==> config.mk <==
export PLATFORM = sky130hd
export DESIGN_NAME = mac_row_drain
export DESIGN_NICKNAME = d
export VERILOG_FILES = /design/src/rtl/mac_row_drain.sv
export SDC_FILE = /design/constraint.sdc
export NUM_CORES = 1
export LEC_CHECK = 0
export ABC_AREA = 1
export BUFFER_PORTS_ARGS = -buffer_cell sky130_fd_sc_hd__buf_4
export CORE_MARGIN = 10
export CORE_UTILIZATION = 40
export DETAILED_ROUTE_END_ITERATION = 7
export GPL_TIMING_DRIVEN = 0
export PLACE_DENSITY = 0.53
export REMOVE_ABC_BUFFERS = 1
export SKIP_LAST_GASP = 1
export SYNTH_ARGS = -nofsm -noshare
export SYNTH_HDL_FRONTEND = slang
export SYNTH_SLANG_ARGS = --single-unit
==> constraint.sdc <==
create_clock -name clk -period 39 [get_ports clk]
set_input_delay 7.8 -clock clk [delete_from_list [all_inputs] [get_ports clk]]
set_output_delay 7.8 -clock clk [all_outputs]
set_load 0.01 [all_outputs]
==> src/rtl/mac_row_drain.sv <==
// Output collector for a systolic MAC row. It re-aligns the skewed column results,
// requantizes each lane to RW bits and queues whole rows behind a valid/ready port.
module mac_row_drain #(
   parameter int unsigned COLUMN = 6,
   parameter int unsigned OW     = 17,
   parameter int unsigned RW     = 8,
   parameter int unsigned DEPTH  = 8
) (
   input  logic                   clk,
   input  logic                   rst,
   input  logic                   in_valid_i,
   input  logic [COLUMN*OW-1:0]   ci_i,
   output logic                   in_ready_o,
   input  logic [3:0]             cfg_shift_i,
   input  logic                   cfg_relu_i,
   output logic                   out_valid_o,
   input  logic                   out_ready_i,
   output logic [COLUMN*RW-1:0]   out_data_o,
   output logic                   empty_o,
   output logic                   ovf_o,
   input  logic                   ovf_clr_i
);

   localparam int unsigned AW = $clog2(DEPTH);
   localparam int unsigned CW = $clog2(DEPTH + 1);
   localparam int unsigned FW = $clog2(COLUMN + 1);
   localparam int unsigned SW = $clog2(DEPTH + COLUMN + 1);
   localparam int unsigned DW = COLUMN * RW;

   localparam logic signed [OW:0] SAT_MAX = (OW+1)'((1 << (RW - 1)) - 1);
   localparam logic signed [OW:0] SAT_MIN = ~SAT_MAX;
   localparam logic [RW-1:0]      OUT_MAX = {1'b0, {(RW-1){1'b1}}};
   localparam logic [RW-1:0]      OUT_MIN = {1'b1, {(RW-1){1'b0}}};

   logic [OW-1:0]     aligned [COLUMN];
   logic [COLUMN-2:0] vld_q;
   logic              launch;
   logic              push;
   logic              pop;

   logic [DW-1:0]     rq_data_q, rq_data_d;
   logic              rq_vld_q;
   logic [DW-1:0]     mem_q [DEPTH];
   logic [AW-1:0]     wr_ptr_q, wr_ptr_d;
   logic [AW-1:0]     rd_ptr_q, rd_ptr_d;
   logic [CW-1:0]     count_q, count_d;
   logic [FW-1:0]     inflight_q, inflight_d;
   logic              out_valid_q, out_valid_d;
   logic [DW-1:0]     out_data_q, out_data_d;
   logic              empty_q, empty_d;
   logic              ovf_q, ovf_d;

   // Credit check counts rows still in the deskew/requant pipe; a same-cycle pop is not credited.
   assign in_ready_o = (SW'(count_q) + SW'(inflight_q)) < SW'(DEPTH);
   assign launch     = in_valid_i && in_ready_o;
   assign push       = rq_vld_q;
   assign pop        = out_valid_q && out_ready_i;

   // Lane i trails lane 0 by i cycles, so it is held back COLUMN-1-i cycles.
   for (genvar i = 0; i < COLUMN; i++) begin : g_lane
      localparam int unsigned D = COLUMN - 1 - i;
      if (D == 0) begin : g_direct
         assign aligned[i] = ci_i[i*OW +: OW];
      end else begin : g_dly
         logic [OW-1:0] dly_q [D];
         always_ff @(posedge clk or posedge rst) begin
            if (rst) begin
               for (int k = 0; k < int'(D); k++) dly_q[k] <= '0;
            end else begin
               dly_q[0] <= ci_i[i*OW +: OW];
               for (int k = 1; k < int'(D); k++) dly_q[k] <= dly_q[k-1];
            end
         end
         assign aligned[i] = dly_q[D-1];
      end
   end

   always_ff @(posedge clk or posedge rst) begin
      if (rst) begin
         vld_q <= '0;
      end else begin
         vld_q[0] <= launch;
         for (int k = 1; k < int'(COLUMN) - 1; k++) vld_q[k] <= vld_q[k-1];
      end
   end

   // Requantize: round half up in OW+1 bits, arithmetic shift, optional ReLU, saturate.
   logic signed [OW:0] rnd, ext, sum, shr;
   always_comb begin
      rq_data_d = '0;
      ext       = '0;
      sum       = '0;
      shr       = '0;
      rnd       = (cfg_shift_i == 4'd0) ? '0 : ((OW+1)'(1) << (cfg_shift_i - 4'd1));
      for (int i = 0; i < int'(COLUMN); i++) begin
         ext = {aligned[i][OW-1], aligned[i]};
         sum = ext + rnd;
         shr = sum >>> cfg_shift_i;
         if (cfg_relu_i && shr[OW])  rq_data_d[i*RW +: RW] = '0;
         else if (shr > SAT_MAX)     rq_data_d[i*RW +: RW] = OUT_MAX;
         else if (shr < SAT_MIN)     rq_data_d[i*RW +: RW] = OUT_MIN;
         else                        rq_data_d[i*RW +: RW] = RW'(shr);
      end
   end

   always_ff @(posedge clk) begin
      if (push) mem_q[wr_ptr_q] <= rq_data_q;
   end

   // Next head row comes straight from the requant register when it lands in the head slot.
   always_comb begin
      count_d     = count_q + CW'(push) - CW'(pop);
      inflight_d  = inflight_q + FW'(launch) - FW'(push);
      wr_ptr_d    = wr_ptr_q + AW'(push);
      rd_ptr_d    = rd_ptr_q + AW'(pop);
      out_valid_d = (count_d != '0);
      out_data_d  = '0;
      if (count_d != '0) begin
         if (push && (wr_ptr_q == rd_ptr_d)) out_data_d = rq_data_q;
         else                                 out_data_d = mem_q[rd_ptr_d];
      end
      empty_d = (count_d == '0) && (inflight_d == '0);
      ovf_d   = ovf_q;
      if (ovf_clr_i)                     ovf_d = 1'b0;
      if (in_valid_i && !in_ready_o)     ovf_d = 1'b1;
   end

   always_ff @(posedge clk or posedge rst) begin
      if (rst) begin
         rq_data_q   <= '0;
         rq_vld_q    <= 1'b0;
         wr_ptr_q    <= '0;
         rd_ptr_q    <= '0;
         count_q     <= '0;
         inflight_q  <= '0;
         out_valid_q <= 1'b0;
         out_data_q  <= '0;
         empty_q     <= 1'b1;
         ovf_q       <= 1'b0;
      end else begin
         rq_data_q   <= rq_data_d;
         rq_vld_q    <= vld_q[COLUMN-2];
         wr_ptr_q    <= wr_ptr_d;
         rd_ptr_q    <= rd_ptr_d;
         count_q     <= count_d;
         inflight_q  <= inflight_d;
         out_valid_q <= out_valid_d;
         out_data_q  <= out_data_d;
         empty_q     <= empty_d;
         ovf_q       <= ovf_d;
      end
   end

   assign out_valid_o = out_valid_q;
   assign out_data_o  = out_data_q;
   assign empty_o     = empty_q;
   assign ovf_o       = ovf_q;

endmodule

==> results.txt <==
vias in the first global route -> 27066
antenna violations before repair -> 5
Lkg Pwr -> 17.97 nW
deepest clock path buffer count -> 3
cell mode on critical path -> nand2_1
final hold slack -> 0.3350 ns
Final setup viols -> 0
Yosys cell types -> 61
PD cells -> 64.27 mW/mm2
root buffer cell -> clkbuf_16
slew margin rel. -> 0.03422
crit path max fanout -> 97
slowest cell on the critical path -> nor2_1
GRT Residual Overflow -> 0
Area growth syn-to-layout -> 15.37%
Max Cap Viol -> 0
Syn Inst Count -> 3833
Port Buffers -> 163
drt total wl -> 98080 um
Die X -> 320.8 um
Seq/Total Area, Yosys -> 0.5764
DR top layer -> met4
Vias/cell -> 5.277
# DRC -> 0
Die H -> 320.8 um
clock transition at the registers of the reported paths -> 0.06 ns
post-CTS setup buffers -> 0
initial DRC count -> 1905
Hold Fails Final Rpt -> 0
CP peak stage delay -> 1.30 ns
Clk Latency, worst-skew pair -> 0.64 ns
Final Slew Violations -> 0
async set or reset register ratio after synthesis -> 0.4927
largest net degree at the start of global routing -> 134
Worst Path Buf+Inv -> 4
# rows -> 110
gp weighted congestion -> 0.8930
Hold WC Path Type -> reg -> reg
dpl hpwl -> 64120 um
DR pass1 iterations -> 6
Metal-1 WL -> 44490 um
Crit. End Element -> flip-flop
crit path kind -> in -> reg
WL met2 -> 46030 um
Placed Cells -> 5033
gr usage total -> 0.1898
outcome -> completed
CTS Buf Count -> 82
cell family with most CP delay -> simple AND/OR/NAND/NOR gates
share of layout cells above drive strength 1 -> 0.1053
Least-Margin Pin Slew -> 1.443 ns
post-cts hold buffer count -> 0
Starting Density -> 0.4028
Non-Filler Instances -> 5186
Final period util -> 0.3700
H-tree levels -> 3
Worst EP required -> 39.47 ns
Post-synth EDFFs -> 384
global-route wire length before repair -> 154900 um
min Tclk post-route -> 14.43 ns
RSZ-0062 raised after global routing -> no
Avg Cell Area, Syn -> 9.445 um2
met3 WL post-DR -> 4301 um
setup_tns -> 0 ns
Yosys reg bits -> 757
VDD IR max -> 0.06576 mV
Antenna Nets Post-Route -> 0
Synth warnings -> 0
critical path launch point type -> input pin
clock skew -> 0.02109 ns
Nets -> 4157
CTS Sinks -> 757
top_reg_cell synth -> edfxtp_1
CTS tree -> yes
Crit path arrival time -> 14.90 ns
via count -> 27367
Achievable Freq -> 69.30 MHz
IO Pins -> 164
die area -> 0.1029 mm2
Netlist Area Pre-Place -> 0.03620 mm2
Final Util -> 0.4647
core area -> 0.08987 mm2
per-cell routed wire length -> 18.91 um
post-CTS sizing -> 0
[worst paths after layout]
kind | cells past startpoint | from | slack, ns | end
worst max-delay path | 25 | cfg_shift_i[0] | 24.57 | rq_data_q[10]
worst min-delay path | 0 | g_lane[0].g_dly.dly_q[37] | 0.34 | g_lane[0].g_dly.dly_q[20]
worst max register to register | 12 | out_valid_o | 34.79 | out_data_o[37]
worst min register to register | 0 | g_lane[0].g_dly.dly_q[37] | 0.34 | g_lane[0].g_dly.dly_q[20]
max in group asynchronous | 4 | rst | 30.43 | out_data_o[5]
min in group asynchronous | 2 | rst | 7.15 | g_lane[1].g_dly.dly_q[65]
[cells by family after synthesis]
family	share of synthesized area
xor gates and xnor gates	0.01161
and+or+nand+nor	0.2235
AOI/OAI and AO/OA	0.1087
DFF	0.5764
other	0.0001036
buffers and inverters	0.04120
muxes	0.0008295
adders and majority gates	0.03760
[cell usage after synthesis, types with 48 or more instances]
cell      count  share of area
o21ai_0     181          0.025
nand3_1     484          0.067
buf_1        48         0.0050
a32o_1       48          0.013
a21oi_1     296          0.041
dfrtp_1     372           0.26
nor2_1      234          0.024
inv_1       201          0.021
nand2_1    1000           0.10
a22oi_1      51          0.011
edfxtp_1    384           0.32
clkbuf_1    106          0.011
ha_1         96          0.033
[cells in the final DEF (no fill, tap or decap), types with 8 or more instances in the layout]
cell type,n
a21oi_1,296
a22oi_1,51
a31oi_1,15
a32o_1,48
buf_12,16
buf_16,11
buf_4,163
clkbuf_1,17
clkbuf_16,83
clkbuf_8,9
clkinv_1,8
clkinv_2,12
dfrtp_1,372
edfxtp_1,384
fa_1,8
ha_1,94
inv_1,198
nand2_1,1000
nand2_2,35
nand3_1,483
nand3_2,11
nand3b_1,11
nand4_1,22
nor2_1,220
nor2_2,8
nor2_4,10
nor3_1,32
nor4_1,13
o211ai_1,16
o21ai_0,181
o221ai_1,9
xnor2_1,12
xor2_1,36
[final cells by class]
cell class	count	area (um2)
Inverter	213	837.1
Fill cell	8563	48110
Clock inverter	43	476.7
Timing Repair Buffer	192	1873
Multi-Input combinational cell	2695	13980
Clock buffer	109	2265
Tap cell	1176	1471
Sequential cell	757	20870
Antenna cell	1	2.502
[power by group]
group          internal, mW  leakage [nW]  switching, mW
logic                 0.310          8.82          0.593
registers             0.960          7.81         0.0418
clock network         0.455          1.34          0.325
total                  1.72          18.0          0.960
[metrics by stage]
| step | cell area [um2] | setup slack, ns | total power, mW |
|---|---|---|---|
| 2_1_floorplan | 35540 | 20.84 | 1.586 |
| 3_3_place_gp | 38230 | 11.06 | 1.947 |
| 3_5_place_dp | 39020 | 24.01 | 1.936 |
| 4_1_cts | 41770 | 24.64 | 2.726 |
| 5_1_grt | 41770 | 24.27 | 2.865 |
| 6_report | 41770 | 24.57 | 2.684 |
[registers in the layout (all words and copies together) (netlist names)]
name / cells
aligned: 68
rd_ptr_q: 3
wr_ptr_q: 3
push: 1
out_data_o: 48
rq_data_q: 48
empty_o: 1
vld_q: 5
out_valid_o: 1
ovf_o: 1
mem_q: 384
inflight_q: 3
g_lane.g_dly.dly_q: 187
count_q: 4
[routing by layer]
| layer | global-route usage | up-vias |
|---|---|---|
| met1 | 0.2514 | 13090 |
| met5 | 0 | - |
| li1 | - | 13498 |
| met4 | 0.06524 | 0 |
| met2 | 0.3182 | 595 |
| met3 | 0.02474 | 184 |
(Power assumes the default switching activity.)
